**src/rtl/boot_copier.sv**
```systemverilog
// boot_copier: copies the first WORDS bootrom words into RAM after reset, then
// becomes a transparent CPU->RAM bus switch.
//   clk, rst                 clock, asynchronous active-high reset
//   rom_cs/we/addr/din/dout  bootrom port (read only; we=0, din=0)
//   ram_cs/we/addr/din/dout  RAM port; ram_ready completes the access on an edge
//   cpu_cs/we/addr/din/dout  CPU port, forwarded to RAM only once done=1
//   cpu_hold                 stalls the CPU until the copy completes
//   done, err                copy complete / read-back mismatch (both sticky)
// Optional feature: define BOOT_VERIFY_EN to add a read-back verify pass that
// drives err; otherwise err is tied to 0.
module boot_copier #(
   parameter int WORDS    = 16,
   parameter int RAM_AW   = 8,
   parameter int RAM_BASE = 0
) (
   input  logic              clk,
   input  logic              rst,
   output logic              rom_cs,
   output logic              rom_we,
   output logic [3:0]        rom_addr,
   output logic [15:0]       rom_din,
   input  logic [15:0]       rom_dout,
   output logic              ram_cs,
   output logic              ram_we,
   output logic [RAM_AW-1:0] ram_addr,
   output logic [15:0]       ram_din,
   input  logic [15:0]       ram_dout,
   input  logic              ram_ready,
   input  logic              cpu_cs,
   input  logic              cpu_we,
   input  logic [RAM_AW-1:0] cpu_addr,
   input  logic [15:0]       cpu_din,
   output logic [15:0]       cpu_dout,
   output logic              cpu_hold,
   output logic              done,
   output logic              err
);
   localparam logic [2:0] IDLE   = 3'd0;
   localparam logic [2:0] RD_ROM = 3'd1;
   localparam logic [2:0] CAP    = 3'd2;
   localparam logic [2:0] WR_RAM = 3'd3;
   localparam logic [2:0] DONE   = 3'd4;
`ifdef BOOT_VERIFY_EN
   localparam logic [2:0] RD_RAM  = 3'd5;
   localparam logic [2:0] RD_ROM2 = 3'd6;
   localparam logic [2:0] CMP     = 3'd7;
`endif
   localparam logic [RAM_AW-1:0] BASE = RAM_AW'(RAM_BASE);
   localparam logic [3:0]        LAST = 4'(WORDS - 1);

   logic [2:0]  r_state;
   logic [3:0]  r_cnt;
   logic [15:0] r_data;
   logic        w_done, w_wr, w_rd, w_rom;
`ifdef BOOT_VERIFY_EN
   logic [15:0] r_rd;
   logic        r_err;
`endif

   always_ff @(posedge clk or posedge rst) begin
      if (rst) begin
         r_state <= IDLE;
         r_cnt   <= '0;
         r_data  <= '0;
`ifdef BOOT_VERIFY_EN
         r_rd    <= '0;
         r_err   <= 1'b0;
`endif
      end else begin
         case (r_state)
            IDLE:   r_state <= RD_ROM;
            RD_ROM: r_state <= CAP;
            CAP: begin
               r_data  <= rom_dout;
               r_state <= WR_RAM;
            end
            WR_RAM: if (ram_ready) begin
               if (r_cnt == LAST) begin
`ifdef BOOT_VERIFY_EN
                  r_cnt   <= '0;
                  r_state <= RD_RAM;
`else
                  r_state <= DONE;
`endif
               end else begin
                  r_cnt   <= r_cnt + 4'd1;
                  r_state <= RD_ROM;
               end
            end
`ifdef BOOT_VERIFY_EN
            RD_RAM: if (ram_ready) begin
               r_rd    <= ram_dout;
               r_state <= RD_ROM2;
            end
            RD_ROM2: r_state <= CMP;
            CMP: begin
               if (r_rd != rom_dout) r_err <= 1'b1;
               if (r_cnt == LAST) r_state <= DONE;
               else begin
                  r_cnt   <= r_cnt + 4'd1;
                  r_state <= RD_RAM;
               end
            end
`endif
            default: r_state <= r_state;
         endcase
      end
   end

   assign w_done = r_state == DONE;
   assign w_wr   = r_state == WR_RAM;
`ifdef BOOT_VERIFY_EN
   assign w_rd   = r_state == RD_RAM;
   assign w_rom  = r_state == RD_ROM || r_state == CAP || r_state == RD_ROM2;
   assign err    = r_err;
`else
   assign w_rd   = 1'b0;
   assign w_rom  = r_state == RD_ROM || r_state == CAP;
   assign err    = 1'b0;
`endif

   // Outputs decode from state so an asynchronous reset clears them at once.
   assign rom_cs   = w_rom;
   assign rom_we   = 1'b0;
   assign rom_din  = '0;
   assign rom_addr = w_rom ? r_cnt : '0;
   assign ram_cs   = w_done ? cpu_cs : (w_wr | w_rd);
   assign ram_we   = w_done ? cpu_we : w_wr;
   assign ram_addr = w_done ? cpu_addr : (w_wr | w_rd) ? BASE + RAM_AW'(r_cnt) : '0;
   assign ram_din  = w_done ? cpu_din : w_wr ? r_data : '0;
   assign cpu_dout = w_done ? ram_dout : '0;
   assign cpu_hold = !w_done;
   assign done     = w_done;
endmodule

```
**config.mk**
```make
export PLATFORM = sky130hd
export DESIGN_NAME = boot_copier
export DESIGN_NICKNAME = d
export VERILOG_FILES = /design/src/rtl/boot_copier.sv
export SDC_FILE = /design/constraint.sdc
export NUM_CORES = 1
export LEC_CHECK = 0
export CORE_MARGIN = 10
export CORE_UTILIZATION = 36
export DETAILED_ROUTE_END_ITERATION = 10
export PLACE_DENSITY_LB_ADDON = 0.15
export SETUP_SLACK_MARGIN = 0.5
export SLEW_MARGIN = 0
export SYNTH_ARGS = -nofsm -noshare
export SYNTH_HDL_FRONTEND = slang
export SYNTH_SLANG_ARGS = --single-unit
```
**constraint.sdc**
```tcl
create_clock -name clk -period 3 [get_ports clk]
set_input_delay 0.3 -clock clk [delete_from_list [all_inputs] [get_ports clk]]
set_output_delay 0.3 -clock clk [all_outputs]
set_load 0.05 [all_outputs]
```
# Word level (Yosys, flattened, before mapping)
# Cells that the tools add are included.
[word_totals] out_inout_bits=67 wordCells=28 in_bits=61 ff_bits=23
[classes] eq_ne=6 mux=11 reduce_logical=6 n_bitwise=1 n_addsub=1
[op_table] operator="2-to-1 mux 16 bit" n=3
[op_table] operator="case mux 3 bit (4 select lines)" n=1
[op_table] operator="2-to-1 mux 4 bit" n=2
[op_table] operator="2-to-1 mux 8 bit" n=1
[op_table] operator="equality test 3 x 2 -> 1 bit, second input constant" n=2
[op_table] operator="2-to-1 mux 3 bit" n=2
[op_table] operator="adder 4 x 1 -> 4 bit, second input constant" n=1
[op_table] operator="equality test 4 bit, second input constant" n=1
[op_table] operator="nonzero test 4 bit" n=1
[op_table] operator="equality test 3 x 1 -> 1 bit, second input constant" n=1
[op_table] operator="equality test 3 bit, second input constant" n=1
[op_table] operator="zero test 3 bit" n=1
[op_table] operator="AND reduction 3 bit" n=1
[op_table] operator="2-to-1 mux 1 bit" n=2
[op_table] operator="!= test 2 bit, second input constant" n=1
[op_table] operator="AND reduction 2 bit" n=1
[op_table] operator="zero test 1 bit" n=1
[op_table] operator="logical OR 1 bit" n=1
[op_table] operator="inverter 1 bit" n=1

# Longest topological paths before layout
# Gate-level depths: netlist (run 1).
[depth] depth_word=4 ltp_mapped=5 mapped_depth_nobuf=4

# Worst setup path after synthesis (run 1)
# No wires, ideal clock.
[synth_timing] path_kind="register -> output" from="reg r_state[0]" to="out rom_addr[0]" path_stages_with_launch=5 arrival_ps=1887 path_slack_ps=813 t_required_ps=2700 path_buffers=1 cell_sequence="dfrtp_1 -> buf_4 -> xnor2_1 -> nor2_1 -> and2_1"
[synth_via] elab_chain_cells=3 elab_cells_between_ends=4 classes_between="eq/ne (2); mux (1); reduce/logical (1)"
[synth_lines] element="start, declared" line="51" rtl="logic [2:0] r_state;"
[synth_lines] element="start signal, assigned" line="105" rtl="default: r_state <= r_state;"
[synth_lines] element="equality test 3 x 1 -> 1 bit or equality test 3 x 2 -> 1 bit (tied branches)" line="118" rtl="assign w_rom = r_state == RD_ROM || r_state == CAP;"
[synth_lines] element="logical OR 1 bit (*)" line="118"
[synth_lines] element="named net rom_cs" line="18" rtl="output logic rom_cs,"
[synth_lines] element="2-to-1 mux 4 bit (*)" line="126" rtl="assign rom_addr = w_rom ? r_cnt : '0;"
[synth_lines] element="end, declared" line="20" rtl="output logic [3:0] rom_addr,"
# Mark *: on every way through the listed nets, which the timed path passes. The rest lies on a longest branch.

# Final worst setup path (run 1)
[layout_timing] from="reg r_state[0]" to="out rom_cs"
[layout_via] elab_chain_cells=2 elab_cells_between_ends=3 classes_between="eq/ne (2); reduce/logical (1)"
[layout_lines] element="equality test 3 x 1 -> 1 bit or equality test 3 x 2 -> 1 bit (tied branches)" line="118"
[layout_lines] element="logical OR 1 bit (*)" line="118"
[layout_lines] element="end, declared" line="18"
# Every way passes the cells marked *; elsewhere a longest branch is shown, timed or not.

==> results summary, run 1 <==
The non-filler instance count after layout came out at 299. Along the worst path, the maximum fanout reaches 7. The core area is 0.00432 mm2. The number of max-cap violations is 0. Counting both buffers and inverters, the worst setup path holds a total of 1. The post-detailed-placement half-perimeter wirelength is 4480 um. The final number of setup-violating endpoints came out at 0. The count of pins over their slew limit is 0. The worst setup path is of the flop to output port kind. The largest single stage delay on the critical path is 860 ps. The number of hold buffers added after cts is 0. The worst setup path is captured at an output port.

The worst-margin pin slew came out at 864 ps. The placed cell count came out at 295. The dominant delay contributor by cell family on the critical path is buffers and inverters. The final worst clock skew is 2.54 ps. The count of final hold-check violations came out at 0. The synthesized netlist occupies a cell area of 0.00160 mm2. The register bit count reported by yosys is 23. The pre-antenna-repair detailed-routing pass consisted of 4 iterations. From synthesis to final layout, the design area changed by 87.7%. In this run the core area contains 24 standard-cell rows. For this configuration, the core starts out at a cell density of 0.369. The floorplan step defined a die boundary enclosing 0.00750 mm2. The final estimated routing congestion in global placement is 0.750.

During synthesis, Yosys emitted a total of 0 warnings. The global routing usage summed across all routing layers is 0.133. The maximum number of pins on one net before global-route repair is 44. IR analysis of the VDD net gives a maximum drop of 0.708 mV. The share of final-layout standard cells stronger than drive strength 1 is 0.279. The via count of the first global-routing pass came to 1,463. The first routing iteration left 27 violations. After detailed routing, the number of vias per cell comes to 4.66. The total number of clock tree sinks is 23. The min-delay analysis places its worst path in the category primary input to asynchronous set/reset pin. The number of buffers created by CTS is 3.

The ratio of final minimum period to clock period is 0.764. The tree is rooted in a sky130_fd_sc_hd__clkbuf_8. In this run the remaining antenna-violating nets after routing total 0. After detailed routing, the number of remaining DRC violations is 0.

The H-tree depth reported by CTS is 1. The worst path required time is 2700 ps. The worst-path cell with the longest stage delay is sky130_fd_sc_hd__clkdlybuf4s50_1. The overall die height came out at 86.6 um.

The number of different library cells in the post-synthesis netlist is 26. Adding up every negative setup slack in the final design gives 0 ps. The number of placed I/O pins came out at 128. In this run the deepest clock path goes through 2 buffers.

The filler cell count in the final layout is 319. The peak clock frequency supported by timing came out at 437 MHz. The total power after layout came out at 3.23 mW.

Summed over all layers, the global routing overflow is 0. Leaving out fill and tap cells, the most frequent cells in the layout are sky130_fd_sc_hd__clkdlybuf4s50_1, sky130_fd_sc_hd__buf_12, sky130_fd_sc_hd__and2_1. The power per cell area is 1080 mW/mm2. In this run the static leakage power is 1.36 nW. The number of port buffers is 109. The post-detailed-routing wire length came out at 5270 um. The routed length per placed instance is 17.6 um. The initial antenna violation count is 0.

The first global-routing pass estimated 8160 um of wire. TritonCTS built the clock tree. The post-synthesis cell count is 142.

The worst setup path is launched from a flop. The number of antenna diodes in the final layout is 0. After synthesis, the mean cell area works out to 11.2 um2. Leaving out fill and tap cells, the most frequent cell in the layout is sky130_fd_sc_hd__clkdlybuf4s50_1. The x dimension of the die is 86.6 um. The flow ran to the end, and the final reports show no timing, DRC or antenna violations. After clock tree synthesis, the clock-pin slew on the worst setup and hold paths is 80 ps. The clock latency reported for the late side of the worst-skew pair came out at 260 ps. The relative slew slack came out at 0.423. The signal on the critical path passes through xnor2_1 -> nor2_1 -> clkdlybuf4s50_1. The routed layout has 1,394 vias. The fraction of the core area covered by cells at the end of the flow came out at 0.693. The number of nets at the end of the flow is 310.

Setup repair after global routing left no endpoint under its margin. The clock period minus final worst setup slack is 2290 ps. The arrival time at the worst endpoint is 1990 ps. The sequential share of the synthesized area is 0.361.
stage by stage:
step / instance area (um2) / hold slack (ps) / setup WS (ps)
2_1_floorplan: 1660 / 302 / 813
3_3_place_gp: 2940 / 491 / 912
3_5_place_dp: 2940 / 497 / 879
4_1_cts: 2990 / 517 / 574
5_1_grt: 3000 / 529 / 580
6_report: 3000 / 509 / 709
layer usage:
| metal | share of wire | track usage | routed length [um] | vias up |
|---|---|---|---|---|
| met5 | 0 | 0 | 0 | - |
| met4 | 0.0036 | 0.0221 | 19 | 0 |
| li1 | - | - | - | 669 |
| met3 | 0.15 | 0.0797 | 810 | 2 |
| met1 | 0.38 | 0.150 | 2020 | 632 |
| met2 | 0.46 | 0.214 | 2420 | 91 |
cell families (layout without fill, tap and decap cells):
logic type | after synthesis | count (layout) | synth area share
simple gates | 38 | 38 | 0.161
buf+inv | 31 | 119 | 0.165
compound gates | 28 | 28 | 0.141
flops | 23 | 23 | 0.361
mux | 17 | 17 | 0.146
xor+xnor | 3 | 3 | 0.0165
fa+ha+maj | 1 | 1 | 0.00784
other cells | 1 | 18 | 0.00235
cell usage after synthesis, drive strengths merged:
library cell,instances,share of area
mux2,17,0.15
o21ai,1,0.0031
nand3,3,0.013
buf,28,0.16
conb,1,0.0023
a21o,2,0.0094
nand4,1,0.0039
and3,1,0.0039
xnor2,3,0.016
ha,1,0.0078
nor2b,2,0.0078
o21bai,1,0.0047
a21oi,2,0.0063
and3b,1,0.0055
inv,3,0.0071
nor3b,2,0.024
dfrtp,23,0.36
and2,24,0.094
a22o,20,0.11
a31oi,2,0.0078
nor2,3,0.0071
nand2,1,0.0023
final cells by class:
type                            instances  area, um2  area share
Timing Repair Buffer                  112       1480       0.494
Tap cell                               52       65.1      0.0217
Clock buffer                            4       45.0      0.0150
Sequential cell                        23        576       0.192
Multi-Input combinational cell        105        821       0.274
Inverter                                3       11.3     0.00376
worst register-to-register path, stage by stage, from the launching register on:
cell	delay (ps)
sky130_fd_sc_hd__dfrtp_1	490
sky130_fd_sc_hd__nor3b_4	510
sky130_fd_sc_hd__buf_4	310
sky130_fd_sc_hd__mux2_4	320
worst paths after layout:
kind | from | depth (start not counted) | to | slack, ps
worst min-delay path | rst | 2 | r_data[0] | 510
worst max register to register | r_state[1] | 3 | r_data[2] | 1250
max in group asynchronous | rst | 2 | r_state[0] | 1950
min in group clk | r_data[14] | 1 | r_data[14] | 510
worst max-delay path | r_state[0] | 3 | rom_cs | 710
worst min register to register | r_data[14] | 1 | r_data[14] | 510
flip-flops by register name, indices dropped and copies added, names as in the netlist:
name and count:
r_data 16, r_state 3, r_cnt 4
report_power, final:
group	leakage [nW]	internal, mW	switching [mW]
Combinational	1.07	1.14	1.29
Clock	0.0228	0.0945	0.0928
Sequential	0.268	0.468	0.140
what timing repair did:
action,in CTS,in global routing
buffers inserted,0,0
gates resized for setup,0,4
endpoints found under the setup margin,0,4
Note: power is estimated with default switching activity, not from simulation.
==> run 2: changes to the inputs <==
- CORE_UTILIZATION: 36 -> 33
- clock period: 3 -> 2.2 ns (I/O delays scaled with it)
==> run 2 against run 1 <==
Utilization is 4.4 points higher. Clock power increased by 42%. Non-clock buffer count increased by 18. First-iteration DRC count up 100%. Setup slack worse by 290 ps. Combinational power up 62%. Clock skew about the same. Critical endpoint is now ram_din[13]. Register-to-register slack worse by 570 ps. Highest routed layer unchanged. Global-route usage grew 0.45 points. Total power is 57% higher.
==> results summary, run 2 (synthesized netlist as in run 1, its figures left out) <==
The type of the tightest min-delay check was primary input to asynchronous set/reset pin (unchanged). The global routing usage summed across all routing layers came out at 0.137 (was 0.133). Status: completed (unchanged). The maximum number of pins on one net before global-route repair is 24 (was 44). The number of placed I/O pins is 128 (unchanged).

The worst path required time is 1980 ps (was 2700 ps). The post-detailed-placement half-perimeter wirelength is 4640 um (was 4480 um). The total via count after detailed routing is 1,514 (was 1,394). The leakage dissipation is 1.53 nW (was 1.36 nW).

The count of final hold-check violations was 0 (unchanged). The clock period minus final worst setup slack is 1780 ps. The area growth from synthesis to layout was 117% (was 87.7%). The relative contribution of the clock network to total power is 0.053 (was 0.058). The count of pins over their slew limit came out at 0 (unchanged). The final estimated routing congestion in global placement is 0.703 (was 0.750).

The clock root buffer master is sky130_fd_sc_hd__clkbuf_8 (unchanged). The power per cell area is 1470 mW/mm2 (was 1080 mW/mm2). The initial cell density of the core is 0.340 (was 0.369).

The fraction of the core area covered by cells at the end of the flow came to 0.737 (was 0.693). The number of buffers created by CTS is 3 (unchanged). The sequential fraction of design power came out at 0.168 (was 0.188). The routed length per placed instance came to 18.3 um (was 17.6 um). The H-tree depth reported by CTS is 1 (unchanged). The capturing element type of the critical path is an output port (unchanged). The aggregate global routing overflow came out at 0 (unchanged). The clock transition at the registers of the reported paths came out at 80 ps (about the same).

The critical path startpoint is r_state[0] (unchanged). The x dimension of the die is 89.6 um (was 86.6 um). The overall die height is 89.6 um (was 86.6 um). The non-filler instance count after layout is 319 (was 299). The maximum fanout along the worst path came to 20 (was 7). The core area is 0.00469 mm2 (was 0.00432 mm2). The share of final-layout standard cells stronger than drive strength 1 is 0.502 (was 0.279).

The first-pass iteration count of the detailed router is 4 (unchanged). The final antenna-violating net count is 0 (unchanged). The final number of setup-violating endpoints is 0 (unchanged). The kind of start point of the critical path was a flop (unchanged). The post-route DRC violation count came out at 0 (unchanged). The number of flip-flops under the largest register name is 16 (unchanged).

The number of rows created at floorplan is 25 (was 24). The via count of the first global-routing pass came to 1,636 (was 1,463). Most frequent cells in the layout: sky130_fd_sc_hd__clkdlybuf4s50_1, sky130_fd_sc_hd__buf_12, sky130_fd_sc_hd__dfrtp_1 (was sky130_fd_sc_hd__clkdlybuf4s50_1, sky130_fd_sc_hd__buf_12, sky130_fd_sc_hd__and2_1). The terminus of the critical flop-to-flop path is r_data[0] (was r_data[2]). The global-route wire length before repair is 8500 um (was 8160 um). The number of nets at the end of the flow is 328 (was 310). The critical path class is flop to output port (unchanged). The initial antenna violation count came out at 0 (unchanged). The number of hold buffers added after cts came to 0 (unchanged). The net switching share of the total power came to 0.446 (was 0.472). The register ranked first by flip-flop count was r_data (unchanged). The design internal power is 2.81 mW (was 1.71 mW). The clock latency reported for the late side of the worst-skew pair is 260 ps (about the same).

The post-detailed-routing wire length is 5830 um (was 5270 um). The hold slack came to 285 ps (was 509 ps). The worst flop-to-flop path startpoint is r_state[0] (was r_state[1]).

The register-to-register path setup slack is 680 ps (was 1250 ps). The number of violations reported at the end of detailed-routing iteration 0 is 55 (was 27). The clock tree from TritonCTS is yes (unchanged). The commonest non-fill, non-tap cell in the layout is sky130_fd_sc_hd__clkdlybuf4s50_1 (unchanged).

The number of max-cap violations is 0 (unchanged). The number of cell instances on the worst register-to-register path is 4 (was 3). The post-route setup TNS came to 0 ps (unchanged). The number of port buffers came out at 109 (unchanged).

The power dissipated by switching net loads is 2.26 mW (was 1.52 mW). The ratio of final minimum period to clock period came out at 0.811. The total power after layout was 5.07 mW (was 3.23 mW). The capture point of the critical path is ram_din[13] (was rom_cs). The total number of clock tree sinks came to 23 (unchanged). The placed cell count came to 299 (was 295). The deepest clock path buffer count is 2 (unchanged). The final worst clock skew is 2.37 ps (was 2.54 ps). The maximum resistive drop on vdd is 0.943 mV (was 0.708 mV). The arrival time at the worst endpoint is 1560 ps (was 1990 ps).

The final antenna diode count came out at 0 (unchanged). The combinational share of power came out at 0.780 (was 0.754). Registers with the most flip-flops: r_data x16, r_cnt x4, r_state x3 (unchanged). The area of the die came out at 0.00802 mm2 (was 0.00750 mm2). The peak clock frequency supported by timing came out at 560 MHz. RSZ-0062 raised after global routing: true (was false).

The via density per instance is 4.75 (was 4.66).
run 2: area by class of cell:
class / instances / area, um2
Sequential cell: 23 / 579
Timing Repair Buffer: 130 / 1780
Fill cell: 302 / 1230
Multi-Input combinational cell: 105 / 976
Inverter: 3 / 11.3
Tap cell: 54 / 67.6
Clock buffer: 4 / 45.0
run 2: metal layers:
metal | vias to the layer above | global-route usage | routed length [um]
met5 | - | 0 | 0
met1 | 707 | 0.148 | 2240
met4 | 0 | 0.0303 | 35
met2 | 96 | 0.235 | 2770
li1 | 707 | - | -
met3 | 4 | 0.0711 | 779
run 2: per-stage QoR:
stage | setup WS [ps] | cell area (um2)
floorplan | 472 | 1680
global placement | 520 | 3050
detailed placement | 468 | 3050
CTS | 420 | 3260
global route | 352 | 3460
finish | 415 | 3460
run 2: worst min path at each step:
stage                    start          to  slack [ps]
global route               rst  r_data[13]         330
finish                     rst  r_data[12]         290
CTS                        rst   r_data[1]         290
floorplan                  rst    r_cnt[0]         220
detailed placement   r_data[3]   r_data[3]         500
global placement    r_data[14]  r_data[14]         490
run 2: worst max-delay path, stage by stage, from the launching register on:
cell	delay, ps
sky130_fd_sc_hd__dfrtp_2	450
sky130_fd_sc_hd__and3b_2	260
sky130_fd_sc_hd__buf_12	160
sky130_fd_sc_hd__a22o_1	270
sky130_fd_sc_hd__buf_12	150
run 2: repair_timing:
action,4_1_cts,5_1_grt
pin swaps,9,7
gates cloned,2,1
resized for setup,28,29
setup endpoints to repair,43,47
setup buffers,9,4
run 2: power groups by stage:
stage / Clock [mW] / Combinational [mW] / Sequential, mW
after floorplan: 0 / 2.16 / 0.759
after global placement: 0 / 3.46 / 0.838
after detailed placement: 0 / 3.49 / 0.850
after CTS: 0.273 / 3.70 / 0.838
after global routing: 0.299 / 4.13 / 0.889
final: 0.266 / 3.96 / 0.851
==> run 3: changes to the inputs <==
- clock period: 2.2 -> 1.7 ns (I/O delays scaled with it)
==> run 3 against run 2 <==
Clock power increased by 30%. First-iteration DRC count increased by 20%. Critical path depth increased by 1. Critical endpoint is now cpu_dout[2]. Clock skew about the same. Clock-buffer cell count unchanged. Register-to-register slack got worse by 570 ps. Largest cell class unchanged. The run now ends with setup timing left. Non-clock buffer count increased by 6.
==> results summary, run 3 (synthesized netlist as in run 1, its figures left out) <==
The x dimension of the die was 89.6 um (unchanged). The most prevalent standard cell on the critical path is sky130_fd_sc_hd__buf_12 (unchanged). The count of final hold-check violations was 0 (unchanged).

The number of max-cap violations was 0 (unchanged). The capturing element type of the critical path is an output port (unchanged). The leakage dissipation came out at 1.64 nW (was 1.53 nW). The area growth from synthesis to layout is 134% (was 117%). The clock tree from TritonCTS is yes (unchanged). The type of the tightest min-delay check is primary input to asynchronous set/reset pin (unchanged). The total power after layout came to 7.27 mW (was 5.07 mW).

The initial cell density of the core is 0.340 (unchanged). The area of the die came out at 0.00802 mm2 (unchanged). The final antenna diode count is 0 (unchanged). The number of placed I/O pins is 128 (unchanged).

The post-placement worst setup slack came to 186 ps (was 468 ps). The worst-path cell with the longest stage delay is sky130_fd_sc_hd__dfrtp_2 (unchanged). Crit path cell chain: nor3b_4 -> buf_12 -> clkbuf_16 -> and2_4 -> buf_12 (was and3b_2 -> buf_12 -> a22o_1 -> buf_12). The count of pins over their slew limit came out at 0 (unchanged).

The worst flop-to-flop path startpoint was r_state[1] (was r_state[0]). The global-route wire length before repair was 8980 um (was 8500 um). The delay contributed by the slowest stage of the critical path was 450 ps (about the same).

The storage element area came out at 582 um2 (was 579 um2). The dominant delay contributor by cell family on the critical path was buffers and inverters (was flip-flops). The clock root buffer master is sky130_fd_sc_hd__clkbuf_8 (unchanged).

The register-to-register path setup slack is 110 ps (was 680 ps). The overall die height is 89.6 um (unchanged). The total via count after detailed routing was 1,549 (was 1,514). The number of cell instances on the worst register-to-register path came out at 6 (was 4). Status: finished with violations (was completed).

The share of final-layout standard cells stronger than drive strength 1 came to 0.579 (was 0.502). The clock latency reported for the late side of the worst-skew pair came out at 260 ps (about the same). The global routing usage summed across all routing layers came to 0.145 (was 0.137).

The final worst clock skew came to 2.39 ps (was 2.37 ps). The number of buffers created by CTS came out at 3 (unchanged). The commonest non-fill, non-tap cell in the layout is sky130_fd_sc_hd__clkdlybuf4s50_1 (unchanged). The final number of setup-violating endpoints is 42 (was 0).

The initial antenna violation count is 0 (unchanged). The core area is 0.00469 mm2 (unchanged). The terminus of the critical flop-to-flop path was r_data[13] (was r_data[0]). The number of rows created at floorplan came out at 25 (unchanged). The H-tree depth reported by CTS is 1 (unchanged). The number of nets at the end of the flow came out at 334 (was 328).

The post-detailed-routing wire length was 6320 um (was 5830 um). The peak clock frequency supported by timing is 569 MHz. The routed length per placed instance is 19.4 um (was 18.3 um). The kind of start point of the critical path is a flop (unchanged).

The instance area at placement is 0.00337 mm2 (was 0.00305 mm2). The post-route DRC violation count came out at 0 (unchanged). The final antenna-violating net count was 0 (unchanged). The via density per instance is 4.77 (was 4.75).

The post-route worst setup slack came out at -56.8 ps (was 415 ps). Most frequent cells in the layout: sky130_fd_sc_hd__clkdlybuf4s50_1, sky130_fd_sc_hd__buf_12, sky130_fd_sc_hd__and2_4 (was sky130_fd_sc_hd__clkdlybuf4s50_1, sky130_fd_sc_hd__buf_12, sky130_fd_sc_hd__dfrtp_1). The area of all placed cells without fillers is 0.00373 mm2 (was 0.00346 mm2).

The post-detailed-placement half-perimeter wirelength is 4860 um (was 4640 um). The aggregate global routing overflow is 0 (unchanged). The ratio of final minimum period to clock period is 1.03. The maximum number of pins on one net before global-route repair came out at 25 (was 24). The number of flip-flops under the largest register name is 16 (unchanged). The checks that failed: setup timing.

The maximum fanout along the worst path came out at 12 (was 20). The deepest clock path buffer count is 2 (unchanged). The register ranked first by flip-flop count is r_data (unchanged).

The area occupied by multi-input gates is 0.00112 mm2 (was 976 um2). RSZ-0062 raised after global routing: true (unchanged). The first-pass iteration count of the detailed router is 4 (unchanged). The critical path class is flop to output port (unchanged). The total number of clock tree sinks came to 23 (unchanged). The fraction of the core area covered by cells at the end of the flow is 0.795 (was 0.737). The worst path required time came out at 1530 ps (was 1980 ps). The critical path buffer and inverter count is 3 (was 2). The routed design could run at a clock period as short as 1760 ps. Registers with the most flip-flops: r_data x16, r_cnt x4, r_state x3 (unchanged). The number of violations reported at the end of detailed-routing iteration 0 came to 66 (was 55). The filler cell count in the final layout came out at 265 (was 302). The clock transition at the registers of the reported paths came out at 80 ps (about the same). The number of port buffers came out at 109 (unchanged). The maximum resistive drop on vdd is 1.53 mV (was 0.943 mV). The via count of the first global-routing pass was 1,695 (was 1,636). The arrival time at the worst endpoint is 1590 ps (was 1560 ps). The power per cell area was 1950 mW/mm2 (was 1470 mW/mm2). The final estimated routing congestion in global placement is 0.763 (was 0.703).
==> run 3: cell types whose count changed in the layout (fill, tap and decap cells not counted), moves of 4 or more <==
cell,delta
sky130_fd_sc_hd__mux2_2,-4
sky130_fd_sc_hd__mux2_4,+4
sky130_fd_sc_hd__buf_6,+4
sky130_fd_sc_hd__and2_2,-7
sky130_fd_sc_hd__a22o_4,+6
sky130_fd_sc_hd__a22o_1,-10
sky130_fd_sc_hd__and2_4,+7
sky130_fd_sc_hd__buf_12,+6
sky130_fd_sc_hd__a22o_2,+4
sky130_fd_sc_hd__buf_8,-6
==> run 3: final cells by class <==
class,instances,area share
clock buffers,4,0.0121
flip-flops and latches,23,0.156
multi-input cells,105,0.299
well taps,54,0.0181
repair buffers,136,0.512
inverters,3,0.00302
==> run 3: worst register-to-register path: cells and delay by family, from the launching register on <==
kind / cells / cell delay [ps]
multiplexers: 1 / 330
AND/OR/NAND/NOR: 1 / 230
buffers and inverters: 4 / 500
flip-flops: 1 / 420
==> run 3: worst max path at each step <==
stage / slack, ps / depth (start not counted) / from / endpoint
3_5_place_dp: 190 / 4 / r_state[0] / ram_din[8]
6_report: -60 / 5 / r_state[1] / cpu_dout[2]
5_1_grt: -110 / 5 / r_state[1] / cpu_dout[3]
3_3_place_gp: 220 / 4 / r_state[0] / ram_din[7]
4_1_cts: -50 / 5 / r_state[1] / ram_addr[0]
2_1_floorplan: 190 / 4 / r_state[1] / cpu_dout[10]
==> run 3: layer usage <==
metal  global-route usage  share of wire
met3               0.0665           0.11
met5                    0              0
met4               0.0347         0.0070
met1                0.158           0.39
met2                0.252           0.49
==> run 3: repair_timing <==
item	4_1_cts	5_1_grt
pin swaps	6	10
setup buffers	9	6
endpoints found under the setup margin	71	70
resized for setup	16	12
hold buffers	0	0
cloned	3	1
==> run 3: power by group <==
| group | internal, mW | switching, mW |
|---|---|---|
| Combinational | 3.11 | 2.66 |
| Sequential | 0.839 | 0.305 |
| Clock | 0.167 | 0.177 |
==> run 3: per-stage QoR <==
stage | hold slack, ps | std cells | setup TNS (ps)
final | 235 | 325 | -1340
after global routing | 268 | 325 | -3610
after CTS | 243 | 318 | -1200
after detailed placement | 496 | 302 | 0
after global placement | 500 | 302 | 0
after floorplan | 172 | 159 | 0
